[src/rtl/gate_arbiter_pkg.sv]
// Shared opcode encoding for the bitwise logic unit and its clients.
// Requester indices and the round-robin pointer are 3 bits wide, which caps N at 8.
package gate_arbiter_pkg;

    localparam int OPW = 3;
    localparam int IDW = 3;

    typedef logic [OPW-1:0] opcode_t;

    localparam opcode_t OP_NAND = 3'd0;
    localparam opcode_t OP_AND  = 3'd1;
    localparam opcode_t OP_OR   = 3'd2;
    localparam opcode_t OP_NOT  = 3'd3;
    localparam opcode_t OP_XOR  = 3'd4;
    localparam opcode_t OP_NOR  = 3'd5;

    function automatic logic op_illegal(input opcode_t op);
        return (op > OP_NOR);
    endfunction

endpackage

[src/rtl/gate_unit.sv]
// Combinational W-bit bitwise logic unit; one gate slice per bit.
module gate_unit
    import gate_arbiter_pkg::*;
#(
    parameter int W = 16
) (
    input  opcode_t        op,
    input  logic [W-1:0]   a,
    input  logic [W-1:0]   b,
    output logic [W-1:0]   out,
    output logic           err
);

    assign err = op_illegal(op);

    for (genvar i = 0; i < W; i++) begin : g_bit
        logic r_nand, r_and, r_or, r_not, r_xor, r_nor;

        assign r_nand = ~(a[i] & b[i]);
        assign r_and  = a[i] & b[i];
        assign r_or   = a[i] | b[i];
        assign r_not  = ~a[i];
        assign r_xor  = a[i] ^ b[i];
        assign r_nor  = ~(a[i] | b[i]);

        // Illegal opcodes fall through to zero.
        assign out[i] = (op == OP_NAND) ? r_nand :
                        (op == OP_AND)  ? r_and  :
                        (op == OP_OR)   ? r_or   :
                        (op == OP_NOT)  ? r_not  :
                        (op == OP_XOR)  ? r_xor  :
                        (op == OP_NOR)  ? r_nor  : 1'b0;
    end

endmodule

[src/rtl/gate_arbiter.sv]
// Round-robin arbiter sharing one gate_unit among N requesters, with a
// single-entry registered response buffer.
//
//  state | meaning
//  ------+---------------------------
//  IDLE  | response buffer empty
//  FULL  | response buffer holds a result
module gate_arbiter
    import gate_arbiter_pkg::*;
#(
    parameter int N = 4,
    parameter int W = 16
) (
    input  logic             clock,
    input  logic             reset_n,
    input  logic [N-1:0]     req,
    input  logic [3*N-1:0]   op,
    input  logic [W*N-1:0]   a,
    input  logic [W*N-1:0]   b,
    output logic [N-1:0]     gnt,
    output logic             rsp_valid,
    input  logic             rsp_ready,
    output logic [IDW-1:0]   rsp_id,
    output logic [W-1:0]     rsp_data,
    output logic             rsp_err
);

    localparam logic [0:0] ST_IDLE = 1'b0;
    localparam logic [0:0] ST_FULL = 1'b1;

    logic [0:0]      state;
    logic [IDW-1:0]  last;
    logic [IDW-1:0]  winner;
    logic            accept;

    // Lanes padded out to 8 so a 3-bit index always lands in range.
    logic [7:0]      req_pad;
    opcode_t         op_arr [8];
    logic [W-1:0]    a_arr  [8];
    logic [W-1:0]    b_arr  [8];

    for (genvar g = 0; g < 8; g++) begin : g_lane
        if (g < N) begin : g_used
            assign req_pad[g] = req[g];
            assign op_arr[g]  = op[3*g +: 3];
            assign a_arr[g]   = a[W*g +: W];
            assign b_arr[g]   = b[W*g +: W];
        end else begin : g_pad
            assign req_pad[g] = 1'b0;
            assign op_arr[g]  = OP_NAND;
            assign a_arr[g]   = '0;
            assign b_arr[g]   = '0;
        end
    end

    assign rsp_valid = (state == ST_FULL);
    assign accept    = ((state == ST_IDLE) || (rsp_valid && rsp_ready)) && (|req);

    // First asserted request after the last winner, wrapping modulo N.
    always_comb begin
        logic [3:0]     pos;
        logic           found;
        winner = '0;
        found  = 1'b0;
        pos    = '0;
        for (int k = 1; k <= N; k++) begin
            pos = {1'b0, last} + 4'(k);
            if (pos >= 4'(N)) begin
                pos = pos - 4'(N);
            end
            if (!found && req_pad[pos[2:0]]) begin
                winner = pos[2:0];
                found  = 1'b1;
            end
        end
    end

    logic [W-1:0] unit_out;
    logic         unit_err;

    gate_unit #(.W(W)) u_gate_unit (
        .op  (op_arr[winner]),
        .a   (a_arr[winner]),
        .b   (b_arr[winner]),
        .out (unit_out),
        .err (unit_err)
    );

    always_ff @(posedge clock) begin
        if (!reset_n) begin
            state    <= ST_IDLE;
            last     <= IDW'(N-1);
            gnt      <= '0;
            rsp_id   <= '0;
            rsp_data <= '0;
            rsp_err  <= 1'b0;
        end else begin
            gnt <= '0;
            if (accept) begin
                gnt      <= {{(N-1){1'b0}}, 1'b1} << winner;
                rsp_id   <= winner;
                rsp_data <= unit_out;
                rsp_err  <= unit_err;
                last     <= winner;
                state    <= ST_FULL;
            end else if ((state == ST_FULL) && rsp_ready) begin
                state <= ST_IDLE;
            end
        end
    end

endmodule
[config.mk]
export PLATFORM = sky130hd
export DESIGN_NAME = gate_arbiter
export DESIGN_NICKNAME = d
export VERILOG_FILES = /design/src/rtl/gate_arbiter_pkg.sv /design/src/rtl/gate_unit.sv /design/src/rtl/gate_arbiter.sv
export SDC_FILE = /design/constraint.sdc
export NUM_CORES = 1
export LEC_CHECK = 0
export ABC_AREA = 1
export BUFFER_PORTS_ARGS = -buffer_cell sky130_fd_sc_hd__buf_4
export CAP_MARGIN = 20
export CORE_UTILIZATION = 53
export CTS_CLUSTER_SIZE = 28
export DETAILED_ROUTE_END_ITERATION = 6
export HOLD_SLACK_MARGIN = 0.05
export PLACE_DENSITY = 0.95
export REMOVE_ABC_BUFFERS = 1
export SETUP_SLACK_MARGIN = 0.05
export SYNTH_ARGS = -nofsm -noshare
export SYNTH_HDL_FRONTEND = slang
export SYNTH_SLANG_ARGS = --single-unit
[constraint.sdc]
create_clock -name clock -period 9 [get_ports clock]
set_input_delay 2.25 -clock clock [delete_from_list [all_inputs] [get_ports clock]]
set_output_delay 2.25 -clock clock [all_outputs]
set_load 0.005 [all_outputs]
# After elaboration in Yosys (flattened, before gate mapping)
# Cells that the tools add are included.
# W data, S select, Z words.
# word_totals
reg_bits	28
out_inout_bits	25
word_cells	267
# classes
n_addsub	8
magnitude_cmp	10
eq_ne	5
n_shift	1
mux	126
n_bitwise	98
n_reduce_logical	13
# ops
operator	n
$mux W1	105
$bmux W16 S3	2
$mux W16	4
$not A1 Y1	49
$mux W3	10
$and A1 B1 Y1	16
$ge A4 B3 Y1 const B	4
$lt A3 B4 Y1 const B	4
$or A1 B1 Y1	16
$xor A1 B1 Y1	16
$bmux W1 S3	4
$sub A3 B3 Y3 const B	4
$bmux W3 S3	1
$add A3 B2 Y4 const B	2
$eq A3 B2 Y1 const B	2
$eq A3 B3 Y1 const B	2
$logic_and A1 B1 Y1	5
$add A3 B1 Y4 const B	1
$add A3 B3 Y4 const B	1
$ge A4 B4 Y1 const B	1
$not A3 Y4	1
$reduce_or A4 Y1	1
$shl A1 B3 Y4 const A	1
$eq A3 B1 Y1 const B	1
other kinds (6)	8

# Longest topological paths before layout
# Gate-level depths: netlist (run 1).
# logic_depth
depth_word	27
depth_mapped	26
mapped_depth_nobuf	23

# Modules after synthesis
# From an unflattened synthesis (run 1), not the netlist that was laid out.
# hier_totals
hier_cells	775
hier_area_um2	4274.1
# modules_own_cells
module	instances	cells_each	area_per_inst_um2	seq_area_each_um2
gate_arbiter	1	512	2822.7	540.5
gate_unit	1	263	1451.4	0.0

# Worst setup path after synthesis (run 1)
# OpenSTA, ideal clock, no wires.
# synth_timing
path_type	input to register
startpoint	input port req[2]
endpoint	register rsp_data[0]
setup_ns	0.112
arrival_ns	4.447
t_required_ns	8.888
setup_slack_ns	4.441
path_stages	21
n_path_buf	2
cell_sequence	nand2_1 nand3_2 nand3_2 nand3_1 nand3_4 nand2_4 inv_1 buf_2 buf_1 nand2_1 nand2_1 inv_1 o21ai_0 inv_1 ha_1 nand4_1 nand2_1 nor2_1 nand4_1 nand2_1 nand2_1
# synth_via
elab_chain_len	24
# synth_lines
item	line_no	text
from (decl)	gate_arbiter.sv:16	input logic [N-1:0] req,
$bmux W1 S3	gate_arbiter.sv:71	if (!found && req_pad[pos[2:0]]) begin
$mux W1 (not written as such)	gate_arbiter.sv:71	
$mux W1	gate_arbiter.sv:71	
$logic_not A1 Y1	gate_arbiter.sv:71	
$logic_and A1 B1 Y1	gate_arbiter.sv:71	
$mux W1	gate_arbiter.sv:71	
$logic_not A1 Y1	gate_arbiter.sv:71	
$logic_and A1 B1 Y1	gate_arbiter.sv:71	
(+8 left out)	-	
$or A1 B1 Y1	gate_unit.sv:21, gate_unit.sv:24	
$not A1 Y1	gate_unit.sv:24	assign r_nor = ~(a[i] | b[i]);
$mux W1	gate_unit.sv:32	(op == OP_NOR) ? r_nor : 1'b0;
$mux W1	gate_unit.sv:31	(op == OP_XOR) ? r_xor :
$mux W1	gate_unit.sv:30	(op == OP_NOT) ? r_not :
$mux W1	gate_unit.sv:29	(op == OP_OR) ? r_or :
$mux W1	gate_unit.sv:28	(op == OP_AND) ? r_and :
$mux W1	gate_unit.sv:27	assign out[i] = (op == OP_NAND) ? r_nand :
to (signal assigned)	gate_arbiter.sv:102	rsp_data <= unit_out;
to (decl)	gate_arbiter.sv:24	output logic [W-1:0] rsp_data,
# Parallel ways exist; a longest one is shown, timed or not. The select of a mux whose other input is x is not followed.
# A chain may end at the register's enable or synchronous reset.

# Worst setup path in the final report (run 1)
# layout_timing
startpoint	input port req[3]
endpoint	register rsp_data[13]
# The elaborated chain is that of the path after synthesis.

==> impl_metrics.xml, run 1 <==
<?xml version="1.0" encoding="UTF-8"?>
<metrics>
  <group name="status">
    <metric name="run_status" unit="">completed</metric>
  </group>
  <group name="place">
    <metric name="routabilityCongestion" unit="">0.783</metric>
    <metric name="dp.final_hpwl" unit="um">8330</metric>
    <metric name="io_buffers" unit="">171</metric>
  </group>
  <group name="cts">
    <metric name="clockBufferDepth" unit="">2</metric>
    <metric name="tritoncts.num_buffers" unit="">3</metric>
    <metric name="clockRootBuffer" unit="">clkbuf_8</metric>
    <metric name="worstSkewPairLatency" unit="ns">0.27</metric>
    <metric name="clk_pin_slew" unit="ns">0.10</metric>
    <metric name="cts-resized-gates" unit="">0</metric>
    <metric name="cts-htree-levels" unit="">1</metric>
    <metric name="cts_num_sinks" unit="">27</metric>
    <metric name="cts_post_setup_buffers_inserted" unit="">0</metric>
    <metric name="hold_buffer_count_at_cts" unit="">0</metric>
    <metric name="cts_tree" unit="">yes</metric>
  </group>
  <group name="sta">
    <metric name="timing.setup.tns" unit="ns">0</metric>
    <metric name="worst_clock_skew" unit="ns">0.00834</metric>
    <metric name="rsz0062_at_grt" unit="">no</metric>
    <metric name="share_of_the_cycle_needed_by_the_critical_path_after_routing" unit="%">63.5</metric>
    <metric name="setup_viol" unit="">0</metric>
    <metric name="hold_violations" unit="">0</metric>
    <metric name="max_freq" unit="GHz">0.175</metric>
    <metric name="period_minus_slack" unit="ns">5.72</metric>
    <metric name="timing_max_transition_violations_final" unit="">0</metric>
    <metric name="timing_worst_slew_pin_value" unit="ns">0.933</metric>
    <metric name="slew_headroom" unit="%">37.7</metric>
  </group>
  <group name="critical_path">
    <metric name="critPathMaxFanout" unit="">91</metric>
    <metric name="critical_path.reg2reg.startpoint" unit="">last[0]</metric>
    <metric name="reg2reg_slack" unit="ns">4.25</metric>
    <metric name="cp-end-kind" unit="">flip-flop</metric>
    <metric name="timing.critical_path.required" unit="ns">9.18</metric>
    <metric name="r2r.worst_path.cells" unit="">23</metric>
    <metric name="path_class" unit="">in2reg</metric>
    <metric name="timing.critical_path.arrival" unit="ns">5.90</metric>
    <metric name="start_kind" unit="">input pin</metric>
    <metric name="crit-reg2reg-capture" unit="">rsp_data[13]</metric>
  </group>
  <group name="finish">
    <metric name="finalNetCount" unit="">1041</metric>
    <metric name="syn_to_final_growth" unit="%">31.4</metric>
    <metric name="final_layout_size_suffix_gt1_share" unit="%">24.2</metric>
    <metric name="final.fill_count" unit="">621</metric>
    <metric name="footprint_of_the_multi_input_gates" unit="mm2">0.00276</metric>
    <metric name="seqCellArea" unit="um2">541</metric>
    <metric name="antenna_cells" unit="">0</metric>
  </group>
  <group name="logic_synthesis">
    <metric name="ys_seq_area_share" unit="%">13.5</metric>
    <metric name="syn_avg_cell_area" unit="um2">5.60</metric>
    <metric name="synth_common_cells" unit="">nand2_1 (226), inv_1 (124), nor2_1 (67)</metric>
    <metric name="netlist_top_cells_area" unit="">nand2_1 (21%), dfxtp_1 (13%), inv_1 (12%)</metric>
    <metric name="synth_top_cell_area_share" unit="%">21.1</metric>
    <metric name="synth_largest_area_cell" unit="">nand2_1</metric>
    <metric name="synth_edf_count" unit="">0</metric>
    <metric name="cells_after_synthesis" unit="">717</metric>
    <metric name="yosys_warnings" unit="">0</metric>
    <metric name="yosysUniqueCellTypes" unit="">32</metric>
    <metric name="ys_async_sr_fraction" unit="%">0</metric>
    <metric name="post-synth-top-count-cell" unit="">nand2_1</metric>
    <metric name="ys.flop_type" unit="">dfxtp_1</metric>
    <metric name="postSynthRegisterBits" unit="">27</metric>
    <metric name="mappedNetlistArea" unit="mm2">0.00401</metric>
  </group>
  <group name="route">
    <metric name="drtPass1Iterations" unit="">5</metric>
    <metric name="avgRoutedWirePerCell" unit="um">11.6</metric>
    <metric name="drt-vias-per-instance" unit="">5.11</metric>
    <metric name="postRouteWirelength" unit="um">11100</metric>
    <metric name="detailroute.via_count" unit="">4894</metric>
    <metric name="detail-route-antenna-nets" unit="">0</metric>
    <metric name="route.detailed.drc" unit="">0</metric>
    <metric name="dr.first_iter.drc_count" unit="">155</metric>
  </group>
  <group name="floorplanning">
    <metric name="top_level_i_o_count" unit="">172</metric>
    <metric name="die_height" unit="um">89.0</metric>
    <metric name="fp-row-count" unit="">31</metric>
    <metric name="start_util" unit="%">55.0</metric>
    <metric name="design.core.area" unit="mm2">0.00729</metric>
    <metric name="die_x" unit="um">89.0</metric>
    <metric name="die_area" unit="mm2">0.00792</metric>
  </group>
  <group name="grt">
    <metric name="grt_first_pass_wirelength" unit="um">17800</metric>
    <metric name="number_of_antenna_violations_at_the_first_check_in_global_routing" unit="">0</metric>
    <metric name="grt-ovfl-total" unit="">0</metric>
    <metric name="track_usage" unit="%">27.9</metric>
    <metric name="grt_max_degree" unit="">92</metric>
    <metric name="first_global_vias" unit="">4323</metric>
  </group>
  <group name="run">
    <metric name="max_cap_viol_count" unit="">0</metric>
  </group>
  <group name="worst_hold_path">
    <metric name="hold_depth" unit="">2</metric>
    <metric name="holdCritPathClass" unit="">reg2reg</metric>
    <metric name="timing.hold.worst_endpoint" unit="">rsp_data[14]</metric>
    <metric name="worst_hold_startpoint" unit="">rsp_data[14]</metric>
  </group>
</metrics>
-- final cells by class --
type	instances	share of cell area, %
Timing Repair Buffer	173	24.8
Tap cell	99	2.35
Sequential cell	27	10.2
Multi-Input combinational cell	525	52.3
Inverter	130	9.44
Clock buffer	4	0.854
-- layer usage --
layer	global-route usage (%)	up-vias	part of all wire, %	wire length, um
met4	11.0	0	2.0	219
met2	54.7	206	51	5700
met3	5.45	35	7.4	821
li1	-	2502	-	-
met1	29.0	2151	39	4340
met5	0	-	0	0
-- logic make-up (layout without fill, tap and decap cells) --
kind of cell / Yosys count / count (layout) / synth area share (%)
AND/OR/NAND/NOR: 366 / 366 / 41.1
buffers and inverters: 165 / 307 / 17.8
AO/OA/AOI/OAI: 125 / 125 / 17.1
adder cells (fa/ha/maj): 34 / 34 / 10.6
flip-flops: 27 / 27 / 13.5
-- per-stage QoR --
| step | setup WS [ns] | utilization, % | area (um2) | hold slack, ns | std cells |
|---|---|---|---|---|---|
| after CTS | 3.31 | 72.1 | 5260 | 0.465 | 957 |
| after floorplan | 3.77 | - | 3800 | 0.448 | 682 |
| after global routing | 2.85 | 72.3 | 5270 | 0.476 | 958 |
| final | 3.28 | 72.3 | 5270 | 0.461 | 958 |
| after global placement | 3.27 | 71.5 | 5210 | 0.442 | 953 |
| after detailed placement | 3.01 | 71.5 | 5210 | 0.442 | 953 |
-- state kept, by name, summed over array words and instances, names as in the netlist --
signal	cells
rsp_data	16
gnt	4
rsp_id	3
rsp_err	1
rsp_valid	1
last	2
-- placed cells by master, fill, tap and decap left out, types with 4 or more instances in the layout --
| cell | n |
|---|---|
| nand2_4 | 6 |
| nor3_4 | 4 |
| nand3_1 | 34 |
| nor2_1 | 66 |
| nand4_1 | 11 |
| o21ai_0 | 47 |
| a21oi_1 | 56 |
| buf_4 | 172 |
| nand3_2 | 5 |
| nand2_1 | 226 |
| dfxtp_1 | 27 |
| ha_1 | 34 |
| o21a_1 | 16 |
| nand2_2 | 6 |
| inv_1 | 124 |
-- worst max path at each step --
stage,from,end,slack [ns]
floorplan,req[2],rsp_data[0],3.77
global placement,req[3],rsp_data[14],3.27
detailed placement,req[3],rsp_data[13],3.01
CTS,req[3],rsp_data[13],3.31
global route,req[3],rsp_data[9],2.85
finish,req[3],rsp_data[13],3.28
-- worst max-delay path, stage by stage --
cell,delay [ns]
buf_4,0.13
inv_1,0.06
nand2_1,0.07
nand3_1,0.13
nand2_2,0.09
inv_2,0.10
nand3_1,0.12
nand3_4,0.15
nand2_4,0.40
inv_1,0.64
buf_4,0.42
nand2_1,0.09
nand2_1,0.07
inv_1,0.03
o21ai_0,0.22
inv_1,0.09
ha_1,0.28
inv_1,0.07
nor2_1,0.04
a21oi_1,0.16
nand3_1,0.11
nand2_1,0.07
nand2_1,0.04
Power of run 1 is not shown: default switching activity piles up to over one toggle a cycle in this logic, so the estimate is an artifact.
==> run 2: changes to the inputs <==
Settings changed: CORE_UTILIZATION 53 to 45, PLACE_DENSITY 0.95 to 0.9.
Clock period 9 ns to 4.7 ns, I/O delays scaled along.
==> run 2 against run 1 <==
Net effect:
- non-clock buffer count is 1 higher
- largest cell class unchanged
- first-iteration DRC count up 16%
- worst setup slack worse by 2.5 ns
- routed wire length shrank 7.7%
==> impl_metrics.xml, run 2 (same netlist as run 1, synthesis figures left out) <==
<?xml version="1.0" encoding="UTF-8"?>
<metrics>
  <group name="critical_path">
    <metric name="path_class" unit="">reg2reg</metric>
    <metric name="reg2reg_slack" unit="ns">0.76</metric>
    <metric name="path_delay_family" unit="">simple AND/OR/NAND/NOR gates</metric>
    <metric name="critical-path-slowest-cell" unit="">dfxtp_1</metric>
    <metric name="cp-end-kind" unit="">flip-flop</metric>
    <metric name="timing.critical_path.required" unit="ns">4.88</metric>
    <metric name="start_kind" unit="">flip-flop</metric>
    <metric name="timing.critical_path.slowest_cell_delay" unit="ns">0.61</metric>
    <metric name="path_buf_inv" unit="">7</metric>
    <metric name="timing.critical_path.cells" unit="">inv_6 -&gt; ha_1 -&gt; inv_1 -&gt; nand3_1 -&gt; nand3_1 -&gt; inv_1 -&gt; nor2_8 -&gt; nand3_4 -&gt; nand2_4 -&gt; buf_4 -&gt; nand2_1 -&gt; nand2_1 -&gt; inv_1 -&gt; o21ai_0 -&gt; inv_1 -&gt; ha_1 -&gt; inv_1 -&gt; nor2_1 -&gt; a21oi_1 -&gt; nand3_1 -&gt; nand2_1 -&gt; nand2_1</metric>
    <metric name="timing.critical_path.arrival" unit="ns">4.12</metric>
    <metric name="crit_path_frequent_cell" unit="">inv_1</metric>
    <metric name="critPathMaxFanout" unit="">48</metric>
  </group>
  <group name="grt">
    <metric name="grt-ovfl-total" unit="">0</metric>
    <metric name="track_usage" unit="%">21.8</metric>
    <metric name="grt_max_degree" unit="">72</metric>
    <metric name="grt_first_pass_wirelength" unit="um">16500</metric>
    <metric name="first_global_vias" unit="">3916</metric>
    <metric name="number_of_antenna_violations_at_the_first_check_in_global_routing" unit="">0</metric>
  </group>
  <group name="place">
    <metric name="routabilityCongestion" unit="">0.857</metric>
    <metric name="dp.final_hpwl" unit="um">7730</metric>
    <metric name="io_buffers" unit="">171</metric>
  </group>
  <group name="sta">
    <metric name="worst_clock_skew" unit="ns">0.00214</metric>
    <metric name="period_minus_slack" unit="ns">3.94</metric>
    <metric name="timing_worst_slew_pin_value" unit="ns">0.921</metric>
    <metric name="timing.setup.tns" unit="ns">0</metric>
    <metric name="rsz0062_at_grt" unit="">no</metric>
    <metric name="setup_viol" unit="">0</metric>
    <metric name="slew_headroom" unit="%">38.5</metric>
    <metric name="hold_violations" unit="">0</metric>
    <metric name="share_of_the_cycle_needed_by_the_critical_path_after_routing" unit="%">83.9</metric>
    <metric name="timing_max_transition_violations_final" unit="">0</metric>
    <metric name="max_freq" unit="GHz">0.254</metric>
  </group>
  <group name="finish">
    <metric name="final.fill_count" unit="">871</metric>
    <metric name="most_frequent_cells_in_the_layout" unit="">nand2_1 (226), buf_4 (173), inv_1 (124)</metric>
    <metric name="layout.cells.most_common" unit="">nand2_1</metric>
    <metric name="largest_registers" unit="">rsp_data: 16 flops, gnt: 4 flops, rsp_id: 3 flops</metric>
    <metric name="final_layout_size_suffix_gt1_share" unit="%">24.3</metric>
    <metric name="antenna_cells" unit="">0</metric>
    <metric name="finalNetCount" unit="">1042</metric>
    <metric name="footprint_of_the_multi_input_gates" unit="mm2">0.00276</metric>
    <metric name="syn_to_final_growth" unit="%">31.9</metric>
    <metric name="most_flop_heavy_register" unit="">rsp_data</metric>
    <metric name="max_ffs_per_register" unit="">16</metric>
    <metric name="seqCellArea" unit="um2">541</metric>
  </group>
  <group name="run">
    <metric name="max_cap_viol_count" unit="">0</metric>
  </group>
  <group name="cts">
    <metric name="tritoncts.num_buffers" unit="">3</metric>
    <metric name="cts_tree" unit="">yes</metric>
    <metric name="clk_pin_slew" unit="ns">0.09</metric>
    <metric name="cts-resized-gates" unit="">0</metric>
    <metric name="cts-htree-levels" unit="">1</metric>
    <metric name="clockRootBuffer" unit="">clkbuf_8</metric>
    <metric name="hold_buffer_count_at_cts" unit="">0</metric>
    <metric name="cts_post_setup_buffers_inserted" unit="">0</metric>
    <metric name="cts_num_sinks" unit="">27</metric>
    <metric name="clockBufferDepth" unit="">2</metric>
    <metric name="worstSkewPairLatency" unit="ns">0.27</metric>
  </group>
  <group name="route">
    <metric name="detailroute.via_count" unit="">4634</metric>
    <metric name="drt-vias-per-instance" unit="">4.79</metric>
    <metric name="drtPass1Iterations" unit="">4</metric>
    <metric name="avgRoutedWirePerCell" unit="um">10.6</metric>
    <metric name="dr.first_iter.drc_count" unit="">180</metric>
    <metric name="detail-route-antenna-nets" unit="">0</metric>
    <metric name="postRouteWirelength" unit="um">10200</metric>
    <metric name="route.detailed.drc" unit="">0</metric>
  </group>
  <group name="floorplanning">
    <metric name="design.core.area" unit="mm2">0.00868</metric>
    <metric name="top_level_i_o_count" unit="">172</metric>
    <metric name="start_util" unit="%">46.2</metric>
    <metric name="die_height" unit="um">96.4</metric>
    <metric name="fp-row-count" unit="">34</metric>
    <metric name="die_x" unit="um">96.4</metric>
    <metric name="die_area" unit="mm2">0.00930</metric>
  </group>
  <group name="worst_hold_path">
    <metric name="holdCritPathClass" unit="">reg2reg</metric>
  </group>
  <group name="status">
    <metric name="run_status" unit="">completed</metric>
  </group>
</metrics>
run 2: cell count changes in the layout (fill, tap and decap cells not counted), sizes merged:
cell  before  now
buf      173  174
run 2: cell type report:
class	count	area share (%)
clock buffer	4	0.851
inverter	130	9.41
multi-input combinational	525	52.2
sequential	27	10.2
tap	108	2.55
timing repair buffer	174	24.8
run 2: per-layer routing:
metal | vias up | global-route usage (%) | share of wire (%)
li1 | 2502 | - | -
met1 | 2001 | 26.2 | 43
met2 | 127 | 42.0 | 49
met3 | 4 | 3.68 | 6.6
met4 | 0 | 1.35 | 0.72
met5 | - | 0 | 0
run 2: path summary, 6_finish.rpt:
check / startpoint / endpoint / depth (start not counted)
worst min register to register: rsp_data[11] / rsp_data[11] / 2
worst max-delay path: last[0] / rsp_data[7] / 22
worst min-delay path: rsp_data[11] / rsp_data[11] / 2
worst max register to register: last[0] / rsp_data[7] / 22
run 2: through the flow:
step	worst slack, ns	hold slack, ns	utilization, %	std cells	area [um2]
after floorplan	0.550	0.448	-	682	3800
after global placement	0.643	0.440	60.3	963	5230
after detailed placement	0.511	0.443	60.3	963	5230
after CTS	0.753	0.461	60.8	967	5280
after global routing	0.282	0.483	61.0	968	5290
final	0.755	0.459	61.0	968	5290
run 2: worst reg2reg max path: stages, from the launching register on:
cell	delay [ns]
dfxtp_1	0.61
inv_6	0.09
ha_1	0.37
inv_1	0.12
nand3_1	0.09
nand3_1	0.12
inv_1	0.11
nor2_8	0.15
nand3_4	0.12
nand2_4	0.36
buf_4	0.47
nand2_1	0.12
nand2_1	0.08
inv_1	0.03
o21ai_0	0.22
inv_1	0.08
ha_1	0.28
inv_1	0.06
nor2_1	0.04
a21oi_1	0.13
nand3_1	0.09
nand2_1	0.07
nand2_1	0.05
Power of run 2 is left out for the same reason.
